$ cat src/rtl/t05_cb_sequencer.sv
// Codebook-synthesis sequencer: fetches htree nodes for the walker, steps it, and writes found leaves to the codebook.
// Optional handshake watchdog is built when T05_CB_SEQ_TIMEOUT_EN is defined.
module t05_cb_sequencer #(
    parameter int IDX_W   = 7,
    parameter int ELEM_W  = 71,
    parameter int CHAR_W  = 8,
    parameter int PATH_W  = 128,
    parameter int LEN_W   = 7,
    parameter int TIMEOUT = 255
) (
    input  logic              clk,
    input  logic              rst,
    input  logic              start,
    input  logic [IDX_W-1:0]  max_index,
    input  logic [IDX_W-1:0]  walk_index,
    input  logic              walk_char_found,
    input  logic [CHAR_W-1:0] walk_char_index,
    input  logic [PATH_W-1:0] walk_char_path,
    input  logic [LEN_W-1:0]  walk_track_length,
    input  logic              walk_finished,
    output logic              walk_en,
    output logic [ELEM_W-1:0] h_element,
    output logic [IDX_W-1:0]  max_index_o,
    output logic              mem_rd_req,
    output logic [IDX_W-1:0]  mem_rd_addr,
    input  logic              mem_rd_ack,
    input  logic [ELEM_W-1:0] mem_rd_data,
    output logic              cb_wr_req,
    output logic [CHAR_W-1:0] cb_wr_char,
    output logic [PATH_W-1:0] cb_wr_path,
    output logic [LEN_W-1:0]  cb_wr_len,
    input  logic              cb_wr_ack,
    output logic              busy,
    output logic              done,
    output logic              err,
    output logic [7:0]        chars_written
);

    typedef enum logic [2:0] {
        S_IDLE,
        S_FETCH,
        S_STEP,
        S_EVAL,
        S_EMIT,
        S_DONE
    } state_t;

    state_t              r_state;
    logic                r_walk_en;
    logic [ELEM_W-1:0]   r_h_element;
    logic [IDX_W-1:0]    r_max_index;
    logic                r_mem_rd_req;
    logic [IDX_W-1:0]    r_mem_rd_addr;
    logic                r_cb_wr_req;
    logic [CHAR_W-1:0]   r_cb_wr_char;
    logic [PATH_W-1:0]   r_cb_wr_path;
    logic [LEN_W-1:0]    r_cb_wr_len;
    logic                r_busy;
    logic                r_done;
    logic                r_fin_pend;
    logic [7:0]          r_chars_written;

`ifdef T05_CB_SEQ_TIMEOUT_EN
    localparam logic [7:0] WD_LIMIT = 8'(TIMEOUT);
    logic                r_err;
    logic [7:0]          r_wd_cnt;
    assign err = r_err;
`else
    logic [31:0]         w_unused_timeout;
    assign w_unused_timeout = 32'(TIMEOUT);
    assign err = 1'b0;
`endif

    // NOTE: the whole datapath is reset asynchronously so an rst mid-pass clears every output at once.
    always_ff @(posedge clk or posedge rst) begin
        if (rst) begin
            r_state         <= S_IDLE;
            r_walk_en       <= 1'b0;
            r_h_element     <= '0;
            r_max_index     <= '0;
            r_mem_rd_req    <= 1'b0;
            r_mem_rd_addr   <= '0;
            r_cb_wr_req     <= 1'b0;
            r_cb_wr_char    <= '0;
            r_cb_wr_path    <= '0;
            r_cb_wr_len     <= '0;
            r_busy          <= 1'b0;
            r_done          <= 1'b0;
            r_fin_pend      <= 1'b0;
            r_chars_written <= '0;
`ifdef T05_CB_SEQ_TIMEOUT_EN
            r_err           <= 1'b0;
            r_wd_cnt        <= '0;
`endif
        end else begin
`ifdef T05_CB_SEQ_TIMEOUT_EN
            // The watchdog only accumulates while waiting on a handshake.
            if (r_state != S_FETCH && r_state != S_EMIT) begin
                r_wd_cnt <= '0;
            end
`endif
            case (r_state)
                S_IDLE: begin
                    if (start) begin
                        r_max_index     <= max_index;
                        r_chars_written <= '0;
                        r_fin_pend      <= 1'b0;
                        r_busy          <= 1'b1;
                        r_mem_rd_req    <= 1'b1;
                        r_mem_rd_addr   <= walk_index;
                        r_state         <= S_FETCH;
`ifdef T05_CB_SEQ_TIMEOUT_EN
                        r_err           <= 1'b0;
`endif
                    end
                end

                S_FETCH: begin
                    if (r_mem_rd_req && mem_rd_ack) begin
                        r_h_element  <= mem_rd_data;
                        r_mem_rd_req <= 1'b0;
                        r_walk_en    <= 1'b1;
                        r_state      <= S_STEP;
`ifdef T05_CB_SEQ_TIMEOUT_EN
                        r_wd_cnt     <= '0;
                    end else if (r_wd_cnt >= WD_LIMIT) begin
                        r_mem_rd_req <= 1'b0;
                        r_err        <= 1'b1;
                        r_done       <= 1'b1;
                        r_state      <= S_DONE;
                    end else begin
                        r_wd_cnt     <= r_wd_cnt + 8'd1;
`endif
                    end
                end

                S_STEP: begin
                    r_walk_en <= 1'b0;
                    r_state   <= S_EVAL;
                end

                S_EVAL: begin
                    if (walk_char_found) begin
                        r_cb_wr_char <= walk_char_index;
                        r_cb_wr_path <= walk_char_path;
                        r_cb_wr_len  <= walk_track_length;
                        r_cb_wr_req  <= 1'b1;
                        if (walk_finished) begin
                            r_fin_pend <= 1'b1;
                        end
                        r_state      <= S_EMIT;
                    end else if (walk_finished) begin
                        r_done  <= 1'b1;
                        r_state <= S_DONE;
                    end else begin
                        r_mem_rd_req  <= 1'b1;
                        r_mem_rd_addr <= walk_index;
                        r_state       <= S_FETCH;
                    end
                end

                S_EMIT: begin
                    if (r_cb_wr_req && cb_wr_ack) begin
                        r_cb_wr_req <= 1'b0;
                        if (r_chars_written != 8'hFF) begin
                            r_chars_written <= r_chars_written + 8'd1;
                        end
                        if (r_fin_pend) begin
                            r_done  <= 1'b1;
                            r_state <= S_DONE;
                        end else begin
                            r_mem_rd_req  <= 1'b1;
                            r_mem_rd_addr <= walk_index;
                            r_state       <= S_FETCH;
                        end
`ifdef T05_CB_SEQ_TIMEOUT_EN
                        r_wd_cnt    <= '0;
                    end else if (r_wd_cnt >= WD_LIMIT) begin
                        r_cb_wr_req <= 1'b0;
                        r_err       <= 1'b1;
                        r_done      <= 1'b1;
                        r_state     <= S_DONE;
                    end else begin
                        r_wd_cnt    <= r_wd_cnt + 8'd1;
`endif
                    end
                end

                S_DONE: begin
                    r_done     <= 1'b0;
                    r_busy     <= 1'b0;
                    r_fin_pend <= 1'b0;
                    r_state    <= S_IDLE;
                end

                default: begin
                    r_walk_en    <= 1'b0;
                    r_mem_rd_req <= 1'b0;
                    r_cb_wr_req  <= 1'b0;
                    r_busy       <= 1'b0;
                    r_done       <= 1'b0;
                    r_state      <= S_IDLE;
                end
            endcase
        end
    end

    assign walk_en       = r_walk_en;
    assign h_element     = r_h_element;
    assign max_index_o   = r_max_index;
    assign mem_rd_req    = r_mem_rd_req;
    assign mem_rd_addr   = r_mem_rd_addr;
    assign cb_wr_req     = r_cb_wr_req;
    assign cb_wr_char    = r_cb_wr_char;
    assign cb_wr_path    = r_cb_wr_path;
    assign cb_wr_len     = r_cb_wr_len;
    assign busy          = r_busy;
    assign done          = r_done;
    assign chars_written = r_chars_written;

endmodule

$ cat config.mk
export PLATFORM = sky130hd
export DESIGN_NAME = t05_cb_sequencer
export DESIGN_NICKNAME = d
export VERILOG_FILES = /design/src/rtl/t05_cb_sequencer.sv
export SDC_FILE = /design/constraint.sdc
export NUM_CORES = 1
export LEC_CHECK = 0
export CAP_MARGIN = 5
export CORE_MARGIN = 1.5
export CORE_UTILIZATION = 25
export CTS_CLUSTER_DIAMETER = 100
export DETAILED_ROUTE_END_ITERATION = 10
export GPL_TIMING_DRIVEN = 0
export HOLD_SLACK_MARGIN = 0.05
export PLACE_DENSITY = 0.59
export SETUP_SLACK_MARGIN = 0.4
export SLEW_MARGIN = 20
export SYNTH_ARGS = -nofsm -noshare
export SYNTH_HDL_FRONTEND = slang
export SYNTH_SLANG_ARGS = --single-unit
export TNS_END_PERCENT = 1
$ cat constraint.sdc
create_clock -name clk -period 8.7 [get_ports clk]
set_input_delay 0.87 -clock clk [delete_from_list [all_inputs] [get_ports clk]]
set_output_delay 0.87 -clock clk [all_outputs]
set_load 0.01 [all_outputs]
==> results of run 1 <==
## final cells by class
type | count | share of cell area [%]
Sequential cell | 245 | 38.5
Timing Repair Buffer | 477 | 30.2
Multi-Input combinational cell | 596 | 19.7
Clock buffer | 40 | 5.01
Tap cell | 511 | 4.02
Buffer | 45 | 1.24
Clock inverter | 12 | 1.06
Inverter | 8 | 0.236
## registers in the layout, summed over array words and instances (netlist names)
signal,count
mem_rd_addr,7
cb_wr_req,1
cb_wr_len,7
chars_written,8
cb_wr_char,8
done,1
max_index_o,7
r_state,3
cb_wr_path,128
h_element,71
walk_en,1
mem_rd_req,1
r_fin_pend,1
busy,1
## path summary, 6_finish.rpt
kind / startpoint / end / slack (ns) / cells after the start
max in group asynchronous: rst / cb_wr_path[36]$_DFFE_PP0P_ / 7.10 / 3
min in group asynchronous: rst / cb_wr_len[6]$_DFFE_PP0P_ / 0.73 / 2
worst min register to register: cb_wr_path[68]$_DFFE_PP0P_ / cb_wr_path[68]$_DFFE_PP0P_ / 0.47 / 2
worst max register to register: r_state[2]$_DFFE_PP0P_ / cb_wr_path[20]$_DFFE_PP0P_ / 6.28 / 6
worst max-delay path: chars_written[7]$_DFFE_PP0P_ / chars_written[7] / 6.20 / 1
worst min-delay path: cb_wr_path[68]$_DFFE_PP0P_ / cb_wr_path[68]$_DFFE_PP0P_ / 0.47 / 2
## routing by layer
| layer | part of all wire, % | vias to the layer above | GRT usage [%] |
|---|---|---|---|
| met1 | 39 | 3835 | 17.4 |
| met2 | 49 | 323 | 26.8 |
| met5 | 0 | - | 0 |
| li1 | - | 3871 | - |
| met4 | 2.2 | 0 | 3.68 |
| met3 | 10 | 42 | 6.06 |
## cells in the mapped netlist, drive strengths merged, types with 3 or more instances
master / count / share of area [%]
nand2: 441 / 17
a21oi: 12 / 0.63
nor2: 8 / 0.32
and3: 4 / 0.26
buf: 20 / 1.1
mux2: 85 / 10
o21ai: 4 / 0.25
inv: 8 / 0.32
nand3: 3 / 0.16
a21o: 3 / 0.24
a31oi: 5 / 0.33
dfrtp: 245 / 65
clkbuf: 25 / 0.99
## power breakdown
group	internal, mW	total (mW)	switching [mW]
registers	1.70	2.00	0.301
clock network	0.755	1.23	0.478
logic	1.38	2.37	0.999
total	3.83	5.61	1.78
## cells by family (layout without fill, tap and decap cells)
| family | count (synthesis) | in the layout |
|---|---|---|
| other cells | 1 | 1 |
| mux | 87 | 87 |
| compound gates | 40 | 40 |
| fa+ha+maj | 1 | 1 |
| simple gates | 467 | 467 |
| buf+inv | 53 | 582 |
| flops | 245 | 245 |
==> out/metrics.yaml, run 1 <==
outcome: "complete, no violations"
worst_ir_drop_vdd_v: 0.000245
post-route-min-period_ns: 2.50
die_area_um2: 39100
synth_top_family_by_area: "simple AND/OR/NAND/NOR gates"
crit_type: "flip-flop to output port"
cts-buffers-inserted: 29
first_iter_violations: 171
grt_pass1_wl_mm: 46.9
vias: 8071
area_growth_pct: 67.7
cp-end-kind: "output port"
die_w_um: 198
critPathMaxStageDelay_ns: 0.60
fin_worst_skew_ns: 0.0114
path_cells: "clkdlybuf4s50_1"
slowest_stage: "clkdlybuf4s50_1"
clock.fmax_mhz: 400
rsz0062_at_grt: "false"
yosys.area_share.simple_pct: 19.4
fin_crit_sh_pct: 28.7
grt_pass1_vias: 8157
dp.cells: 1882
tightest_slew_ns: 0.739
power_leakage_nw: 7.22
synth_cell_types: 46
hold_viol_final: 0
maxCapViolations: 0
cts_setup_buffers: 0
wl_mm: 31.3
grt_use_total_pct: 15.3
synth-xor-area-share_pct: 0
yosysWarningCount: 0
fin_ws_ns: 6.20
final.fill_count: 3678
critPathTopFamily: "buffers and inverters"
core_area_um2: 37500
required_ns: 7.83
worstPathArrival_ns: 1.63
place_ws_ns: 5.62
port_buffers: 475
die-height_um: 198
antenna_cells: 0
power.total_mw: 5.61
cts_tree: "built"
syn_inst: 894
final_common_cell: "clkdlybuf4s50_1"
synth_compound_area_share_pct: 3.10
final_nets: 1638
wl_per_cell_um: 16.2
setup.worst_path.start_class: "flip-flop"
fin_hold_ws_ns: 0.470
final_core_util_pct: 42.4
initial_core_util_pct: 25.3
post_cts_resized: 0
antenna_found_initial: 0
worst-path-buf-inv: 1
rows: 71
hpwl_mm: 23.7
overflow: 0
muxShareOfSynthArea_pct: 10.3
final_cell_mix: "475 x clkdlybuf4s50_1, 441 x nand2_1, 245 x dfrtp_1"
layout-drive-gt1-share_pct: 11.0
fin_area_um2: 15900
fin_tns_setup_ns: 0
slew_headroom_pct: 50.6
cts_max_level: 1
synth-seq-area-share_pct: 64.7
worst-path-max-fanout: 6
multiInputGateArea_um2: 3130
hold_class: "flip-flop to flip-flop"
cts_buffer_depth: 3
seqCellArea_um2: 6130
postPlaceCellArea_um2: 14900
synth-edff-count: 0
postSynthAreaPerCell_um2: 10.6
drc: 0
ys_seq_elements: 245
cts_hold_buf: 0
grt_max_degree: 99
synthAdderAreaFrac_pct: 0.132
drtPass1Iterations: 6
final_cells: 1934
clock_sinks: 245
syn_area_um2: 9480
synthArstFlopShare_pct: 100
slew_violations: 0
synthFlopType: "dfrtp_1"
cts-root-buf: "clkbuf_16"
insertion_delay_ns: 0.55
io_pins: 477
synthesis.nets: 1130
power_density_nw_per_um2: 353
gp_congestion: 0.794
ant_nets: 0
finalSetupViolCount: 0
routed_via_density: 4.17
path_clk_slew_ns: 0.06
No activity file was read; power rests on OpenSTA's default activity.
==> run 2, diff against run 1 <==
--- a/config.mk
+++ b/config.mk
@@ -12,7 +12,7 @@
 export DETAILED_ROUTE_END_ITERATION = 10
 export GPL_TIMING_DRIVEN = 0
 export HOLD_SLACK_MARGIN = 0.05
-export PLACE_DENSITY = 0.59
+export PLACE_DENSITY = 0.61
 export SETUP_SLACK_MARGIN = 0.4
 export SLEW_MARGIN = 20
 export SYNTH_ARGS = -nofsm -noshare
==> constraint.sdc (replaced) <==
create_clock -name clk -period 2.21 [get_ports clk]
set_input_delay 0.221 -clock clk [delete_from_list [all_inputs] [get_ports clk]]
set_output_delay 0.221 -clock clk [all_outputs]
set_load 0.01 [all_outputs]
==> out/metrics.yaml, run 2 (synthesis results as in run 1) <==
seqCellArea_um2: 6130
routed_via_density: 4.14
clock_sinks: 245
grt_pass1_wl_mm: 47.1
final_core_util_pct: 43.0
r2r-end: "chars_written[7]$_DFFE_PP0P_"
outcome: "complete, no violations"
final_cell_mix: "475 x clkdlybuf4s50_1, 441 x nand2_1, 242 x dfrtp_1"
slew_violations: 0
maxCapViolations: 0
critPathMaxStageDelay_ns: 0.54
grt_use_total_pct: 15.5
cts_hold_buf: 0
multiInputGateArea_um2: 3180
slew_headroom_pct: 54.2
grt_pass1_vias: 8441
post-route-min-period_ns: 1.86
ant_nets: 0
switching_power_mw: 7.13
power_frac_comb_pct: 42.9
vias: 8042
final_nets: 1648
cts_tree: "built"
rsz0062_at_grt: "true"
fin_tns_setup_ns: 0
cts_max_level: 1
cp-end-kind: "flip-flop"
area_growth_pct: 70.0
worst_ir_drop_vdd_v: 0.000689
crit_type: "flip-flop to flip-flop"
intPower_mw: 15.0
io_pins: 477
required_ns: 2.66
startpoint: "r_state[2]$_DFFE_PP0P_"
finalSetupViolCount: 0
gp_congestion: 0.814
drc: 0
cts-root-buf: "clkbuf_16"
rrSetupSlack_ns: 0.35
worstPathArrival_ns: 2.31
port_buffers: 475
cts_buffer_depth: 3
die_w_um: 198
insertion_delay_ns: 0.56
wl_mm: 31.6
initial_core_util_pct: 25.3
largest_reg_flops: 128
die-height_um: 198
antenna_found_initial: 0
setup.worst_path.start_class: "flip-flop"
final_common_cell: "clkdlybuf4s50_1"
drtPass1Iterations: 4
final.fill_count: 3596
power_leakage_nw: 7.30
p_sw_share_pct: 32.2
first_iter_violations: 244
clock.fmax_mhz: 537
power.share.clock_pct: 21.4
core_area_um2: 37500
regToRegStartpoint: "r_state[2]$_DFFE_PP0P_"
wl_per_cell_um: 16.3
path_cells: "a21boi_0 > or4_4 > or4_1 > o211ai_1"
die_area_um2: 39100
worst-path-buf-inv: 0
rows: 71
hold_class: "input pin to async pin"
fin_worst_skew_ns: 0.0210
tightest_slew_ns: 0.686
worst-path-max-fanout: 6
slowest_stage: "or4_4"
overflow: 0
hpwl_mm: 24.5
cts-buffers-inserted: 29
path_clk_slew_ns: 0.06
p_seq_share_pct: 35.7
antenna_cells: 0
path_depth: 4
layout-drive-gt1-share_pct: 12.7
grt_max_degree: 33
power_density_nw_per_um2: 1370
critPathTopFamily: "simple AND/OR/NAND/NOR gates"
rr_worst_depth: 4
fin_crit_sh_pct: 84.2
hold_viol_final: 0
## run 2: cell count changes in the layout (fill, tap and decap cells not counted), moves of 4 or more
cell / previous run / this run
buf_2: 19 / 6
buf_4: 1 / 14
clkbuf_1: 33 / 21
buf_12: 0 / 7
clkinv_2: 5 / 9
clkinvlp_4: 2 / 6
## run 2: area by class of cell
class / instances / share of cell area [%]
multi-input combinational: 596 / 19.7
clock inverter: 18 / 1.13
timing repair buffer: 487 / 30.7
clock buffer: 32 / 4.69
tap: 511 / 3.96
buffer: 45 / 1.54
inverter: 8 / 0.209
sequential: 245 / 38.0
## run 2: what timing repair did
action	4_1_cts	5_1_grt
pin swaps	3	2
setup endpoints to repair	238	187
gates resized for setup	26	11
setup buffers	3	1
## run 2: how the worst max path moves through the flow
stage	to	slack, ns
6_report	chars_written[7]$_DFFE_PP0P_	0.35
5_1_grt	cb_wr_path[29]$_DFFE_PP0P_	0.30
4_1_cts	chars_written[7]$_DFFE_PP0P_	0.36
3_5_place_dp	cb_wr_path[24]$_DFFE_PP0P_	-0.39
3_3_place_gp	cb_wr_path[66]$_DFFE_PP0P_	-3.33
2_1_floorplan	busy$_DFFE_PP0P_	-1.23
## run 2: power groups by stage
stage | sequential, mW | clock [mW] | combinational (mW)
final | 7.91 | 4.74 | 9.50
after CTS | 7.95 | 4.89 | 9.63
after floorplan | 8.89 | 0 | 2.61
after global routing | 8.21 | 5.06 | 10.3
after global placement | 7.91 | 0 | 9.38
after detailed placement | 7.99 | 0 | 9.49
## run 2: routing by layer
metal,track usage (%),vias to the layer above,wire length (um)
met1,16.5,3765,11800
met2,28.2,342,15700
met3,5.77,49,3300
met4,4.83,0,791
li1,-,3886,-
met5,0,-,0
## run 2: stage by stage
step / power [mW] / setup slack, ns / cell area (um^2) / std cells / hold slack (ns)
6_report: 22.2 / 0.348 / 16100 / 1942 / 0.134
4_1_cts: 22.5 / 0.357 / 16100 / 1941 / 0.128
3_5_place_dp: 17.5 / -0.394 / 15000 / 1888 / 0.461
3_3_place_gp: 17.3 / -3.33 / 14900 / 1880 / 0.458
5_1_grt: 23.5 / 0.304 / 16100 / 1942 / 0.166
2_1_floorplan: 11.5 / -1.23 / 9490 / 894 / 0.326
==> run 3, diff against run 2 <==
--- a/config.mk
+++ b/config.mk
@@ -12,7 +12,7 @@
 export DETAILED_ROUTE_END_ITERATION = 10
 export GPL_TIMING_DRIVEN = 0
 export HOLD_SLACK_MARGIN = 0.05
-export PLACE_DENSITY = 0.61
+export PLACE_DENSITY = 0.59
 export SETUP_SLACK_MARGIN = 0.4
 export SLEW_MARGIN = 20
 export SYNTH_ARGS = -nofsm -noshare
==> constraint.sdc (replaced) <==
create_clock -name clk -period 1.82 [get_ports clk]
set_input_delay 0.182 -clock clk [delete_from_list [all_inputs] [get_ports clk]]
set_output_delay 0.182 -clock clk [all_outputs]
set_load 0.01 [all_outputs]
==> out/metrics.yaml, run 3 (synthesis results as in run 1) <==
outcome: "complete, no violations"
layout-drive-gt1-share_pct: 15.2
clock_sinks: 245
cts_max_level: 1
power_leakage_nw: 7.61
switching_power_mw: 8.73
cp-end-kind: "flip-flop"
port_buffers: 475
antenna_found_initial: 1
clock.fmax_mhz: 571
antenna_cells: 0
die-height_um: 198
crit_type: "flip-flop to flip-flop"
seqCellArea_um2: 6130
slew_violations: 0
hpwl_mm: 24.4
slowest_stage: "dfrtp_2"
first_iter_violations: 185
power.total_mw: 27.6
cts_tree: "built"
required_ns: 2.28
area_growth_pct: 75.9
io_pins: 477
routed_via_density: 4.18
largest_reg_flops: 128
setup.worst_path.start_class: "flip-flop"
cp_common_cell: "a31oi_1"
path_cells: "or3b_1 > buf_4 > a311oi_4 > a31oi_1 > a31oi_1"
p_sw_share_pct: 31.6
intPower_mw: 18.9
hold_class: "input pin to async pin"
post-route-min-period_ns: 1.75
fin_worst_skew_ns: 0.0146
drtPass1Iterations: 4
die_w_um: 198
worst_ir_drop_vdd_v: 0.000965
grt_max_degree: 33
maxCapViolations: 0
p_seq_share_pct: 34.8
ant_nets: 0
fin_crit_sh_pct: 96.2
grt_pass1_vias: 8465
grt_use_total_pct: 15.8
core_area_um2: 37500
final_common_cell: "clkdlybuf4s50_1"
vias: 8227
tightest_slew_ns: 0.696
hold_viol_final: 0
fin_tns_setup_ns: 0
path_clk_slew_ns: 0.06
wl_per_cell_um: 16.5
worstPathArrival_ns: 2.21
power.share.clock_pct: 21.4
power_density_nw_per_um2: 1660
grt_pass1_wl_mm: 48.2
final_nets: 1673
overflow: 0
power_frac_comb_pct: 43.7
final_core_util_pct: 44.5
finalSetupViolCount: 0
final_cell_mix: "465 x clkdlybuf4s50_1, 439 x nand2_1, 242 x dfrtp_1"
critPathMaxStageDelay_ns: 0.44
rsz0062_at_grt: "true"
die_area_um2: 39100
worst-path-max-fanout: 7
wl_mm: 32.5
initial_core_util_pct: 25.3
drc: 0
final.fill_count: 3570
cts-buffers-inserted: 28
cts_buffer_depth: 3
fin_hold_ws_ns: 0.0831
slew_headroom_pct: 53.5
insertion_delay_ns: 0.55
gp_congestion: 0.789
cts-root-buf: "clkbuf_16"
rows: 71
multiInputGateArea_um2: 3220
==> run 3: cell count changes in the layout (fill, tap and decap cells not counted), moves of 6 or more <==
cell / delta
clkbuf_2: +6
clkbuf_8: +8
buf_4: +13
dlygate4sd2_1: +10
buf_12: +8
buf_8: +6
clkdlybuf4s50_1: -10
==> run 3: metrics by stage <==
stage	instance area [um^2]	instances	setup WS, ns
global route	16700	1969	-0.0151
CTS	16500	1958	0.0700
global placement	14900	1880	-3.67
floorplan	9490	894	-1.58
detailed placement	15000	1888	-0.823
finish	16700	1969	0.0690
==> run 3: what timing repair did <==
item	4_1_cts	5_1_grt
pin swaps	9	6
gates resized for setup	84	33
buffers inserted	17	7
cloned	2	4
hold buffers	0	0
endpoints found under the setup margin	513	534
==> run 3: power by group through the flow <==
stage               clock (mW)  sequential (mW)  combinational [mW]
global placement             0             9.57                11.4
finish                    5.92             9.62                12.1
detailed placement           0             9.67                11.5
floorplan                    0             10.8                3.17
global route              6.29             9.97                13.0
CTS                       6.11             9.64                12.0
==> run 3: final cells by class <==
| type | instances | area share [%] |
|---|---|---|
| Buffer | 45 | 2.34 |
| Multi-Input combinational cell | 596 | 19.3 |
| Tap cell | 511 | 3.83 |
| Sequential cell | 245 | 36.8 |
| Timing Repair Buffer | 513 | 31.6 |
| Clock inverter | 9 | 0.750 |
| Inverter | 8 | 0.218 |
| Clock buffer | 42 | 5.12 |
==> run 3: critical path, delay by kind of cell, from the launching register on <==
family	cells	cell delay, ns
flip-flops	1	0.44
AND/OR/NAND/NOR	1	0.36
buffers and inverters	1	0.18
AO/OA/AOI/OAI	3	0.69
==> run 3: final timing paths <==
path / from / to / slack, ns / depth (start not counted)
min: rst / mem_rd_addr[2]$_DFFE_PP0P_ / 0.08 / 2
max: r_state[2]$_DFFE_PP0P_ / chars_written[5]$_DFFE_PP0P_ / 0.07 / 5
max reg2reg: r_state[2]$_DFFE_PP0P_ / chars_written[5]$_DFFE_PP0P_ / 0.07 / 5
max in group asynchronous: rst / cb_wr_path[51]$_DFFE_PP0P_ / 0.43 / 6
min reg2reg: cb_wr_path[82]$_DFFE_PP0P_ / cb_wr_path[82]$_DFFE_PP0P_ / 0.47 / 2
min in group clk: walk_char_path[91] / cb_wr_path[91]$_DFFE_PP0P_ / 0.16 / 3
==> run 3: routing by layer <==
layer / track usage (%) / vias to the layer above / part of all wire [%]
li1: - / 3950 / -
met1: 17.7 / 3864 / 38
met2: 27.7 / 357 / 49
met3: 6.29 / 54 / 10
met4: 4.72 / 2 / 2.9
met5: 0 / - / 0.037
